--- src/rtl/pipe_issue_ctrl_pkg.sv ---
// rtl/pipe_issue_ctrl_pkg.sv - shared state encoding and sizing helpers for the issue/flush controller
package pipe_issue_ctrl_pkg;

  localparam int CTRL_STATE_WIDTH = 1;

  typedef enum logic [CTRL_STATE_WIDTH-1:0] {
    CTRL_RUN   = 1'b0,
    CTRL_FLUSH = 1'b1
  } ctrl_state_t;

  // Width of the flush down-counter: must hold the value NUM_STAGES.
  function automatic int flush_cnt_width(input int num_stages);
    return $clog2(num_stages + 1);
  endfunction

endpackage

--- src/rtl/pipe_issue_ctrl_arbiter.sv ---
// rtl/pipe_issue_ctrl_arbiter.sv - two-way round-robin arbiter with registered last-grant pointer
module issue_rr_arbiter (
  input  logic clk,
  input  logic reset,
  input  logic req0_valid,
  input  logic req1_valid,
  input  logic grant_en,
  output logic grant0,
  output logic grant1
);

  // 1 means requester 1 was granted last, so requester 0 wins the next tie.
  logic last_grant;

  // Grant selection: a sole requester always wins, a tie goes to the one not granted last.
  always_comb begin
    grant0 = 1'b0;
    grant1 = 1'b0;
    if (grant_en) begin
      if (req0_valid && req1_valid) begin
        grant0 = last_grant;
        grant1 = ~last_grant;
      end else begin
        grant0 = req0_valid;
        grant1 = req1_valid;
      end
    end
  end

  // Pointer moves only on a completed handshake (grants already include valid).
  always_ff @(posedge clk) begin
    if (reset) begin
      last_grant <= 1'b1;
    end else if (grant0) begin
      last_grant <= 1'b0;
    end else if (grant1) begin
      last_grant <= 1'b1;
    end
  end

endmodule

--- src/rtl/pipe_issue_ctrl.sv ---
// rtl/pipe_issue_ctrl.sv - request issue, ID allocation, global stall and flush sweep control
module pipe_issue_ctrl
  import pipe_issue_ctrl_pkg::*;
#(
  parameter int NUM_STAGES    = 4,
  parameter int ADDRESS_WIDTH = 16,
  parameter int ID_WIDTH      = 4
) (
  input  logic                     clk,
  input  logic                     reset,
  input  logic                     req0_valid,
  input  logic [ADDRESS_WIDTH-1:0] req0_address,
  output logic                     req0_ready,
  input  logic                     req1_valid,
  input  logic [ADDRESS_WIDTH-1:0] req1_address,
  output logic                     req1_ready,
  output logic [ID_WIDTH-1:0]      req_id,
  input  logic                     cancel_valid,
  input  logic [ID_WIDTH-1:0]      cancel_id,
  output logic                     cancel_ready,
  output logic                     pipe_in_valid,
  output logic [ADDRESS_WIDTH-1:0] pipe_in_address,
  output logic [ID_WIDTH-1:0]      pipe_in_id,
  output logic                     pipe_flush,
  output logic [ID_WIDTH-1:0]      pipe_flush_id,
  output logic                     pipe_stall,
  input  logic                     tail_valid,
  input  logic                     sink_ready,
  output logic                     busy
);

  localparam int FLUSH_CNT_WIDTH = flush_cnt_width(NUM_STAGES);
  localparam logic [FLUSH_CNT_WIDTH-1:0] FLUSH_LOAD = FLUSH_CNT_WIDTH'(NUM_STAGES);
  localparam logic [FLUSH_CNT_WIDTH-1:0] FLUSH_LAST = FLUSH_CNT_WIDTH'(1);
  localparam logic [ID_WIDTH-1:0]        ID_FIRST   = ID_WIDTH'(1);
  localparam logic [ID_WIDTH-1:0]        ID_LAST    = '1;

  ctrl_state_t                state;
  ctrl_state_t                state_next;
  logic [FLUSH_CNT_WIDTH-1:0] flush_cnt;
  logic [ID_WIDTH-1:0]        next_id;
  logic                       cancel_fire;
  logic                       flush_start;
  logic                       issue_en;
  logic                       grant0;
  logic                       grant1;
  logic                       issue;

  assign cancel_ready = (state == CTRL_RUN);
  assign cancel_fire  = cancel_valid & cancel_ready;
  // A cancel for ID 0 names no transaction: accepted but nothing to sweep.
  assign flush_start  = cancel_fire & (cancel_id != '0);
  assign pipe_stall   = (state == CTRL_FLUSH) | (tail_valid & ~sink_ready);
  assign issue_en     = (state == CTRL_RUN) & ~pipe_stall & ~cancel_fire;
  assign busy         = (state == CTRL_FLUSH);

  issue_rr_arbiter u_arbiter (
    .clk        (clk),
    .reset      (reset),
    .req0_valid (req0_valid),
    .req1_valid (req1_valid),
    .grant_en   (issue_en),
    .grant0     (grant0),
    .grant1     (grant1)
  );

  assign issue      = grant0 | grant1;
  assign req0_ready = grant0;
  assign req1_ready = grant1;

  // Stage-0 drive: winner's address and the next ID, all zero when nothing issues.
  always_comb begin
    pipe_in_valid   = issue;
    pipe_in_address = '0;
    pipe_in_id      = '0;
    if (grant0) begin
      pipe_in_address = req0_address;
    end else if (grant1) begin
      pipe_in_address = req1_address;
    end
    if (issue) begin
      pipe_in_id = next_id;
    end
    req_id = pipe_in_id;
  end

  // Next state: leave RUN on a real cancel, leave FLUSH once the stall window is spent.
  always_comb begin
    state_next = state;
    case (state)
      CTRL_RUN: begin
        if (flush_start) begin
          state_next = CTRL_FLUSH;
        end
      end
      CTRL_FLUSH: begin
        if (flush_cnt <= FLUSH_LAST) begin
          state_next = CTRL_RUN;
        end
      end
      default: state_next = CTRL_RUN;
    endcase
  end

  // State register.
  always_ff @(posedge clk) begin
    if (reset) begin
      state <= CTRL_RUN;
    end else begin
      state <= state_next;
    end
  end

  // Stall window counter: one count per stage so the flush pulse can walk the whole chain.
  always_ff @(posedge clk) begin
    if (reset) begin
      flush_cnt <= '0;
    end else if (flush_start) begin
      flush_cnt <= FLUSH_LOAD;
    end else if ((state == CTRL_FLUSH) && (flush_cnt != '0)) begin
      flush_cnt <= flush_cnt - FLUSH_LAST;
    end
  end

  // One-cycle flush pulse carrying the cancelled ID into the stage-0 flush inputs.
  always_ff @(posedge clk) begin
    if (reset) begin
      pipe_flush    <= 1'b0;
      pipe_flush_id <= '0;
    end else begin
      pipe_flush    <= flush_start;
      pipe_flush_id <= flush_start ? cancel_id : '0;
    end
  end

  // ID allocator: skips 0 on wrap because empty stages carry ID 0.
  always_ff @(posedge clk) begin
    if (reset) begin
      next_id <= ID_FIRST;
    end else if (issue) begin
      next_id <= (next_id == ID_LAST) ? ID_FIRST : next_id + ID_FIRST;
    end
  end

endmodule

--- config.mk ---
export PLATFORM = sky130hd
export DESIGN_NAME = pipe_issue_ctrl
export DESIGN_NICKNAME = d
export VERILOG_FILES = /design/src/rtl/pipe_issue_ctrl_pkg.sv /design/src/rtl/pipe_issue_ctrl_arbiter.sv /design/src/rtl/pipe_issue_ctrl.sv
export SDC_FILE = /design/constraint.sdc
export NUM_CORES = 1
export LEC_CHECK = 0
export ABC_AREA = 1
export CAP_MARGIN = 20
export CORE_MARGIN = 2
export CORE_UTILIZATION = 36
export DETAILED_ROUTE_END_ITERATION = 10
export GPL_ROUTABILITY_DRIVEN = 0
export PLACE_DENSITY_LB_ADDON = 0.15
export SLEW_MARGIN = 20
export SYNTH_ARGS = -nofsm -noshare
export SYNTH_HDL_FRONTEND = slang
export SYNTH_SLANG_ARGS = --single-unit
--- constraint.sdc ---
create_clock -name clk -period 2.3 [get_ports clk]
set_input_delay 0.46 -clock clk [delete_from_list [all_inputs] [get_ports clk]]
set_output_delay 0.46 -clock clk [all_outputs]
set_load 0.005 [all_outputs]
==> results of run 1 <==
-- synth_stat cells --
cell,number
sky130_fd_sc_hd__nand2_1,63
sky130_fd_sc_hd__inv_1,17
sky130_fd_sc_hd__dfxtp_1,14
sky130_fd_sc_hd__nor2_1,10
sky130_fd_sc_hd__a21oi_1,7
sky130_fd_sc_hd__nand3_1,7
sky130_fd_sc_hd__buf_4,4
sky130_fd_sc_hd__ha_1,4
sky130_fd_sc_hd__nand4_1,4
sky130_fd_sc_hd__o21ai_0,4
sky130_fd_sc_hd__nand2_2,3
sky130_fd_sc_hd__nand2_4,3
sky130_fd_sc_hd__buf_6,2
sky130_fd_sc_hd__inv_4,2
sky130_fd_sc_hd__a21oi_2,1
sky130_fd_sc_hd__a31oi_1,1
sky130_fd_sc_hd__and3_1,1
sky130_fd_sc_hd__nand3_2,1
sky130_fd_sc_hd__nor2_4,1
sky130_fd_sc_hd__nor2_8,1
sky130_fd_sc_hd__o21ai_4,1
sky130_fd_sc_hd__or2_2,1
sky130_fd_sc_hd__xor2_1,1
-- layout by cell type (no fill, tap or decap), drive strengths merged, types with 4 or more instances in the layout --
master / n
nand2: 69
dlymetal6s2s: 16
inv: 20
a21oi: 8
o21ai: 5
nor2: 12
dfxtp: 14
dlygate4sd2: 12
clkbuf: 5
ha: 4
clkdlybuf4s50: 46
buf: 25
nand4: 4
nand3: 8
-- logic make-up (layout without fill, tap and decap cells) --
group | after synthesis | in the layout
adder cells (fa/ha/maj) | 4 | 4
AO/OA/AOI/OAI | 14 | 14
AND/OR/NAND/NOR | 95 | 95
flip-flops | 14 | 14
XOR/XNOR | 1 | 1
buffers and inverters | 25 | 125
-- state kept, by name, indices dropped and copies added, names as in the netlist --
name                  flops
busy                      1
pipe_flush_id             4
flush_cnt                 3
u_arbiter.last_grant      1
next_id                   4
pipe_flush                1
-- stage by stage --
stage / area [µm²] / setup slack (ns) / utilization
after global routing: 2040 / -0.128 / 0.761
after detailed placement: 1820 / -0.299 / 0.679
final: 2040 / -0.0581 / 0.761
after floorplan: 995 / 0.677 / -
after global placement: 1820 / -0.256 / 0.679
after CTS: 1890 / -0.218 / 0.702
-- cell type report --
cell class	instances	area share
timing repair inverter	1	0.00306
clock buffer	4	0.0177
timing repair buffer	101	0.485
sequential	14	0.138
inverter	19	0.0398
multi-input combinational	114	0.298
tap	31	0.0190
-- routing by layer --
metal  GRT usage  vias to the layer above  share of wire
li1            -                      675              -
met4      0.0612                        0          0.015
met1       0.209                      627           0.37
met5           0                        -              0
met2       0.397                       41           0.57
met3      0.0300                        6          0.041
-- final timing paths --
kind                                    from                   to  slack (ns)  depth (start not counted)
worst max-delay path              req0_valid  pipe_in_address[14]       -0.06                         12
worst min-delay path            flush_cnt[1]         flush_cnt[1]        0.47                          2
worst min register to register  flush_cnt[1]         flush_cnt[1]        0.47                          2
worst max register to register  flush_cnt[0]         flush_cnt[1]        0.91                          6
-- repair_timing --
action / in CTS / in global routing
setup endpoints to repair: 27 / 19
resized for setup: 25 / 22
cloned: 1 / 0
buffers inserted: 2 / 14
pin swaps: 1 / 1
endpoints found under the hold margin: 0 / 0
-- worst max-delay path, stage by stage --
cell and delay, ns:
sky130_fd_sc_hd__dlygate4sd2_1 0.27, sky130_fd_sc_hd__inv_1 0.10, sky130_fd_sc_hd__nand2_1 0.09, sky130_fd_sc_hd__nand2_2 0.14, sky130_fd_sc_hd__nand2_4 0.10, sky130_fd_sc_hd__buf_12 0.13
sky130_fd_sc_hd__inv_4 0.07, sky130_fd_sc_hd__buf_4 0.10, sky130_fd_sc_hd__buf_4 0.10, sky130_fd_sc_hd__nand2_1 0.05, sky130_fd_sc_hd__nand2_1 0.07, sky130_fd_sc_hd__clkdlybuf4s15_1 0.20
-- report_power, final --
part | switching, µW | leakage [µW] | total, µW | internal [µW]
combinational | 123 | 0.00112 | 304 | 182
clock | 81.7 | 0.0000210 | 178 | 96.3
sequential | 13.4 | 0.000115 | 271 | 258
==> summary.md, run 1 <==
| Metric | Value |
|---|---|
| Minimum hold slack | between 0.4 and 0.5 ns |
| Routed wire length | between 3000 and 4000 µm |
| Grt ovf | 0 |
| Dominant combinational cell family by area after synthesis | simple AND/OR/NAND/NOR gates |
| Final Critical Period | roughly 2.4 ns |
| Arrival time at the worst endpoint | 1.90 ns |
| Post-detail-place hpwl | around 2600 µm |
| Number of optimization iterations in the first detailed-route pass | 4 |
| Yosys warning count | 0 |
| Clock sinks | 14 |
| I/O Buffers | 77 |
| Later-pin clock latency in the skew report | around 0.28 ns |
| Area of the core region | around 0.0027 mm² |
| Total power | 753 µW |
| Kind of path behind the tightest hold check | register to register |
| Tot GR Track Use | 0.199 |
| Register clock-pin slew on the reported worst setup and hold paths | about 0.080 ns |
| Final setup violation count | 2 |
| Data required time of the worst path | 1.84 ns |
| Hold Buf Count CTS | 0 |
| Flip-flop and latch count after synthesis | 14 |
| Multiplexer fraction of the synthesized cell area | 0 |
| Setup TNS | -0.0661 ns |
| Pin count of the biggest net entering global routing | 18 |
| Number of violations of the max-capacitance limit | 0 |
| Clock root buffer | sky130_fd_sc_hd__clkbuf_4 |
| Post-placement cell count | between 200 and 300 |
| Post-Syn Instances | approximately 150 |
| Average instance area after synthesis | roughly 6.5 µm² |
| Fill cell instance count of the final layout | ~210 |
| Slew at the pin with the worst max-slew slack | between 0.2 and 0.25 ns |
| Maximum resistive drop on vdd | around 0.0004 V |
| TritonCTS clock tree | built |
| Failing checks | setup timing |
| Global-route wire length before repair | roughly 5200 µm |
| Relative area change from synthesis to final layout | 106% |
| Number of antenna violations at the first check in global routing | 0 |
| Startpoint kind of the worst setup timing path | input pin |
| Final WS setup | -0.0581 ns |
| Chip height | around 57 µm |
| P per Cell Area | approximately 370 mW/mm² |
| Register area | around 280 µm² |
| XOR/XNOR Fraction of Synth Area | 0.00881 |
| Proportion of netlist area held by the largest area contributor | 0.282 |
| Number of nets with antenna violations after detailed routing | 0 |
| Part of the Yosys area used for sequential elements | 0.282 |
| Slew Viols, Final | 0 |
| Buffer levels on the longest clock path | 2 |
| Critical path capture point type | primary output |
| Relative slew margins | 0.834 |
| Netlist area before placement | approximately 990 µm² |
| Total Die Area | roughly 0.0032 mm² |
| Total number of H-tree levels | 1 |
| Via/cell ratio | about 4.8 |
| Vias in the first global route | 1,248 |
| Number of nets produced by synthesis | 200 |
| Number of library cell types mapped by synthesis | 23 |
| Die X-Extent | around 57 µm |
| Kind of critical path | input pin to primary output |
| I/O pin count | just under 80 |
| Initial core utilization | 0.370 |
| Leading area contributor after synthesis | sky130_fd_sc_hd__dfxtp_1 |
| Number of diodes | 0 |
| Post-route non-filler standard cell count | between 200 and 300 |
| DRC violation count after routing | 0 |
| Final net count | approximately 300 |
| Share of cells above drive strength 1 | 0.206 |
| Leakage component of the power | between 0.001 and 0.0015 µW |
| Vias post-DR | 1,349 |
| Synth area leaders | sky130_fd_sc_hd__dfxtp_1 28%, sky130_fd_sc_hd__nand2_1 24%, sky130_fd_sc_hd__inv_1 6.4% |
| Inserted Clock Buffers | 3 |
| Wire length per cell after detailed routing | ~13 µm |
| Area occupied by multi-input gates | ~610 µm² |
| Simple-gate share of the synthesized area | 0.443 |
| Post-route clock period utilization | 1.03 |
| Maximum achievable frequency | ~420 MHz |
| Count of endpoints failing hold in the final timing report | 0 |
| Share of synthesized cell area in full adder, half adder and majority cells | 0.0503 |
| Result of the run | finished, violations left |
| First-iteration detailed-routing DRC count | ~50 |
| Worst setup skew after layout | 0.00562 ns |
| Number of core rows | 19 |
| Highest fanout seen on the critical path | 6 |
| Fraction of the mapped netlist area in compound gates | 0.0868 |
No activity file was read; power rests on OpenSTA's default activity.
==> run 2: changes to the inputs <==
--- a/config.mk
+++ b/config.mk
@@ -8,7 +8,7 @@
 export ABC_AREA = 1
 export CAP_MARGIN = 20
 export CORE_MARGIN = 2
-export CORE_UTILIZATION = 36
+export CORE_UTILIZATION = 30
 export DETAILED_ROUTE_END_ITERATION = 10
 export GPL_ROUTABILITY_DRIVEN = 0
 export PLACE_DENSITY_LB_ADDON = 0.15
==> constraint.sdc (replaced) <==
create_clock -name clk -period 2.1 [get_ports clk]
set_input_delay 0.42 -clock clk [delete_from_list [all_inputs] [get_ports clk]]
set_output_delay 0.42 -clock clk [all_outputs]
set_load 0.005 [all_outputs]
==> run 2 against run 1 <==
- the flow now finishes without violations
- sequential cell count unchanged
- clock skew up 0.00058 ns
- worst hold slack worse by 0.014 ns
- core utilization down 10 points
- global-route usage down 0.89 points
- clock power down 15%
- count of clock-buffer cells in the layout down 1
- largest power group unchanged
==> summary.md, run 2 (synthesis gave the netlist of run 1 again) <==
| Metric | Value |
|---|---|
| Die X-Extent | 61.6 µm (+8.9%) |
| Setup slack at placement | -0.477 ns (-0.178 ns) |
| TritonCTS clock tree | built |
| Slew at the pin with the worst max-slew slack | 0.263 ns (+0.0144 ns) |
| Kind of path behind the tightest hold check | register to register |
| Number of instances on the worst hold path | 2 (unchanged) |
| Highest fanout seen on the critical path | 5 (-1) |
| Register clock-pin slew on the reported worst setup and hold paths | 0.08 ns (about the same) |
| Minimum hold slack | 0.460 ns (-0.0138 ns) |
| Buffer levels on the longest clock path | 2 (unchanged) |
| Relative area change from synthesis to final layout | 106% |
| I/O Buffers | 77 (unchanged) |
| Post-route clock period utilization | 0.967 |
| Total Die Area | 0.00379 mm² (+19%) |
| First-iteration detailed-routing DRC count | 32 (-37%) |
| Setup TNS | 0 ns (+0.0661 ns) |
| Result of the run | complete, no violations |
| Final setup violation count | 0 (-2) |
| P per Cell Area | 392 mW/mm² (+6.3%) |
| Grt ovf | 0 (unchanged) |
| Startpoint kind of the worst setup timing path | input pin |
| I/O pin count | 78 (unchanged) |
| Later-pin clock latency in the skew report | 0.28 ns (about the same) |
| Arrival time at the worst endpoint | 1.61 ns (-0.29 ns) |
| Setup repair after global routing missed its margin | false |
| Share of cells above drive strength 1 | 0.294 (+0.0886) |
| Via/cell ratio | 4.38 (-7.8%) |
| Maximum achievable frequency | approximately 490 MHz |
| Kind of critical path | input pin to primary output |
| Total power | 803 µW (+6.7%) |
| Clock sinks | 14 (unchanged) |
| Clock root buffer | sky130_fd_sc_hd__clkbuf_4 |
| Number of optimization iterations in the first detailed-route pass | 4 (unchanged) |
| Wire length per cell after detailed routing | 11.9 µm (-4.9%) |
| DRC violation count after routing | 0 (unchanged) |
| Number of antenna violations at the first check in global routing | 0 (unchanged) |
| Area of the core region | 0.00310 mm² (+16%) |
| Global-route wire length before repair | 5240 µm (+1.6%) |
| Final WS setup | 0.0688 ns (+0.127 ns) |
| Vias post-DR | 1,310 (-2.9%) |
| Hold Buf Count CTS | 0 (unchanged) |
| Worst setup skew after layout | 0.00620 ns (+0.000577 ns) |
| Critical path capture point type | primary output |
| Initial core utilization | 0.321 (-0.0497) |
| Final net count | 304 (+1.0%) |
| Relative slew margins | 0.824 (-0.00961) |
| Inserted Clock Buffers | 3 (unchanged) |
| Number of nets with antenna violations after detailed routing | 0 (unchanged) |
| Data required time of the worst path | 1.68 ns (-0.16 ns) |
| Maximum resistive drop on vdd | 0.000401 V (+0.28%) |
| Vias in the first global route | 1,104 (-12%) |
| Count of endpoints failing hold in the final timing report | 0 (unchanged) |
| Number of violations of the max-capacitance limit | 0 (unchanged) |
| Registers with the most flip-flops | next_id (4), pipe_flush_id (4), flush_cnt (3) |
| Tot GR Track Use | 0.190 (-0.00895) |
| Length in cells of the worst reg-to-reg path | 10 (+4) |
| Chip height | 61.6 µm (+8.9%) |
| Most common cell after layout, fill and taps aside | sky130_fd_sc_hd__nand2_1 |
| Final Critical Period | 2.03 ns |
| Pin count of the biggest net entering global routing | 9 (-9) |
| Number of diodes | 0 (unchanged) |
| Total number of H-tree levels | 1 (unchanged) |
| Post-detail-place hpwl | 2510 µm (-3.1%) |
| Routed wire length | 3560 µm (about the same) |
| Post-Route Utilization | 0.661 (-0.0998) |
| Leakage component of the power | 0.00105 µW (-17%) |
| Slew Viols, Final | 0 (unchanged) |
| Top library cells by usage in the layout, fill and taps aside | 60 x sky130_fd_sc_hd__nand2_1, 45 x sky130_fd_sc_hd__clkdlybuf4s50_1, 19 x sky130_fd_sc_hd__buf_4 |
| Number of core rows | 20 (+1) |
run 2: cell types whose count changed in the layout (fill, tap and decap cells not counted), sizes merged:
| cell | before | now |
|---|---|---|
| clkdlybuf4s50 | 46 | 45 |
| bufbuf | 0 | 1 |
| buf | 25 | 30 |
| clkbuf | 5 | 18 |
| dlygate4sd2 | 12 | 11 |
| clkdlybuf4s15 | 1 | 3 |
| inv | 20 | 19 |
| dlymetal6s2s | 16 | 0 |
run 2: path summary, 6_finish.rpt:
path	startpoint	endpoint	slack, ns
min reg2reg	flush_cnt[1]	flush_cnt[1]	0.46
min	flush_cnt[1]	flush_cnt[1]	0.46
max	req0_valid	pipe_in_address[4]	0.07
max reg2reg	busy	next_id[0]	0.67
run 2: report_power, final:
group          switching, µW  leakage (µW)  internal [µW]
clock                   84.3     0.0000138           66.5
sequential              12.4      0.000114            282
combinational            141      0.000917            217
run 2: final cells by class:
type	instances	area, µm²
clock buffers	3	22.5
repair buffers	105	992
inverters	19	81.3
flip-flops and latches	14	282
well taps	44	55.1
fillers	313	1050
multi-input cells	114	619
run 2: worst max-delay path, cell delays in order:
cell and delay [ns]:
sky130_fd_sc_hd__dlygate4sd2_1 0.26, sky130_fd_sc_hd__buf_4 0.14, sky130_fd_sc_hd__nand2_2 0.09, sky130_fd_sc_hd__nor2_4 0.05, sky130_fd_sc_hd__buf_6 0.11, sky130_fd_sc_hd__buf_4 0.13
sky130_fd_sc_hd__buf_12 0.12, sky130_fd_sc_hd__nand2_1 0.05, sky130_fd_sc_hd__nand2_1 0.04, sky130_fd_sc_hd__clkdlybuf4s15_1 0.20
run 2: timing repair:
item,in CTS,in global routing
endpoints found under the setup margin,28,20
gates resized for setup,63,32
gates cloned,3,0
endpoints found under the hold margin,0,0
setup buffers,16,0
pin swaps,8,3
run 2: stage by stage:
| stage | area (µm²) | cells |
|---|---|---|
| after floorplan | 995 | 153 |
| after global placement | 1850 | 277 |
| after detailed placement | 1850 | 277 |
| after CTS | 2110 | 299 |
| after global routing | 2050 | 299 |
| final | 2050 | 299 |
run 2: metal layers:
metal	global-route usage	wire, µm	vias to the layer above
li1	-	-	678
met2	0.326	1620	55
met3	0.0630	413	5
met1	0.230	1500	572
met5	0	0	-
met4	0.0456	25	0
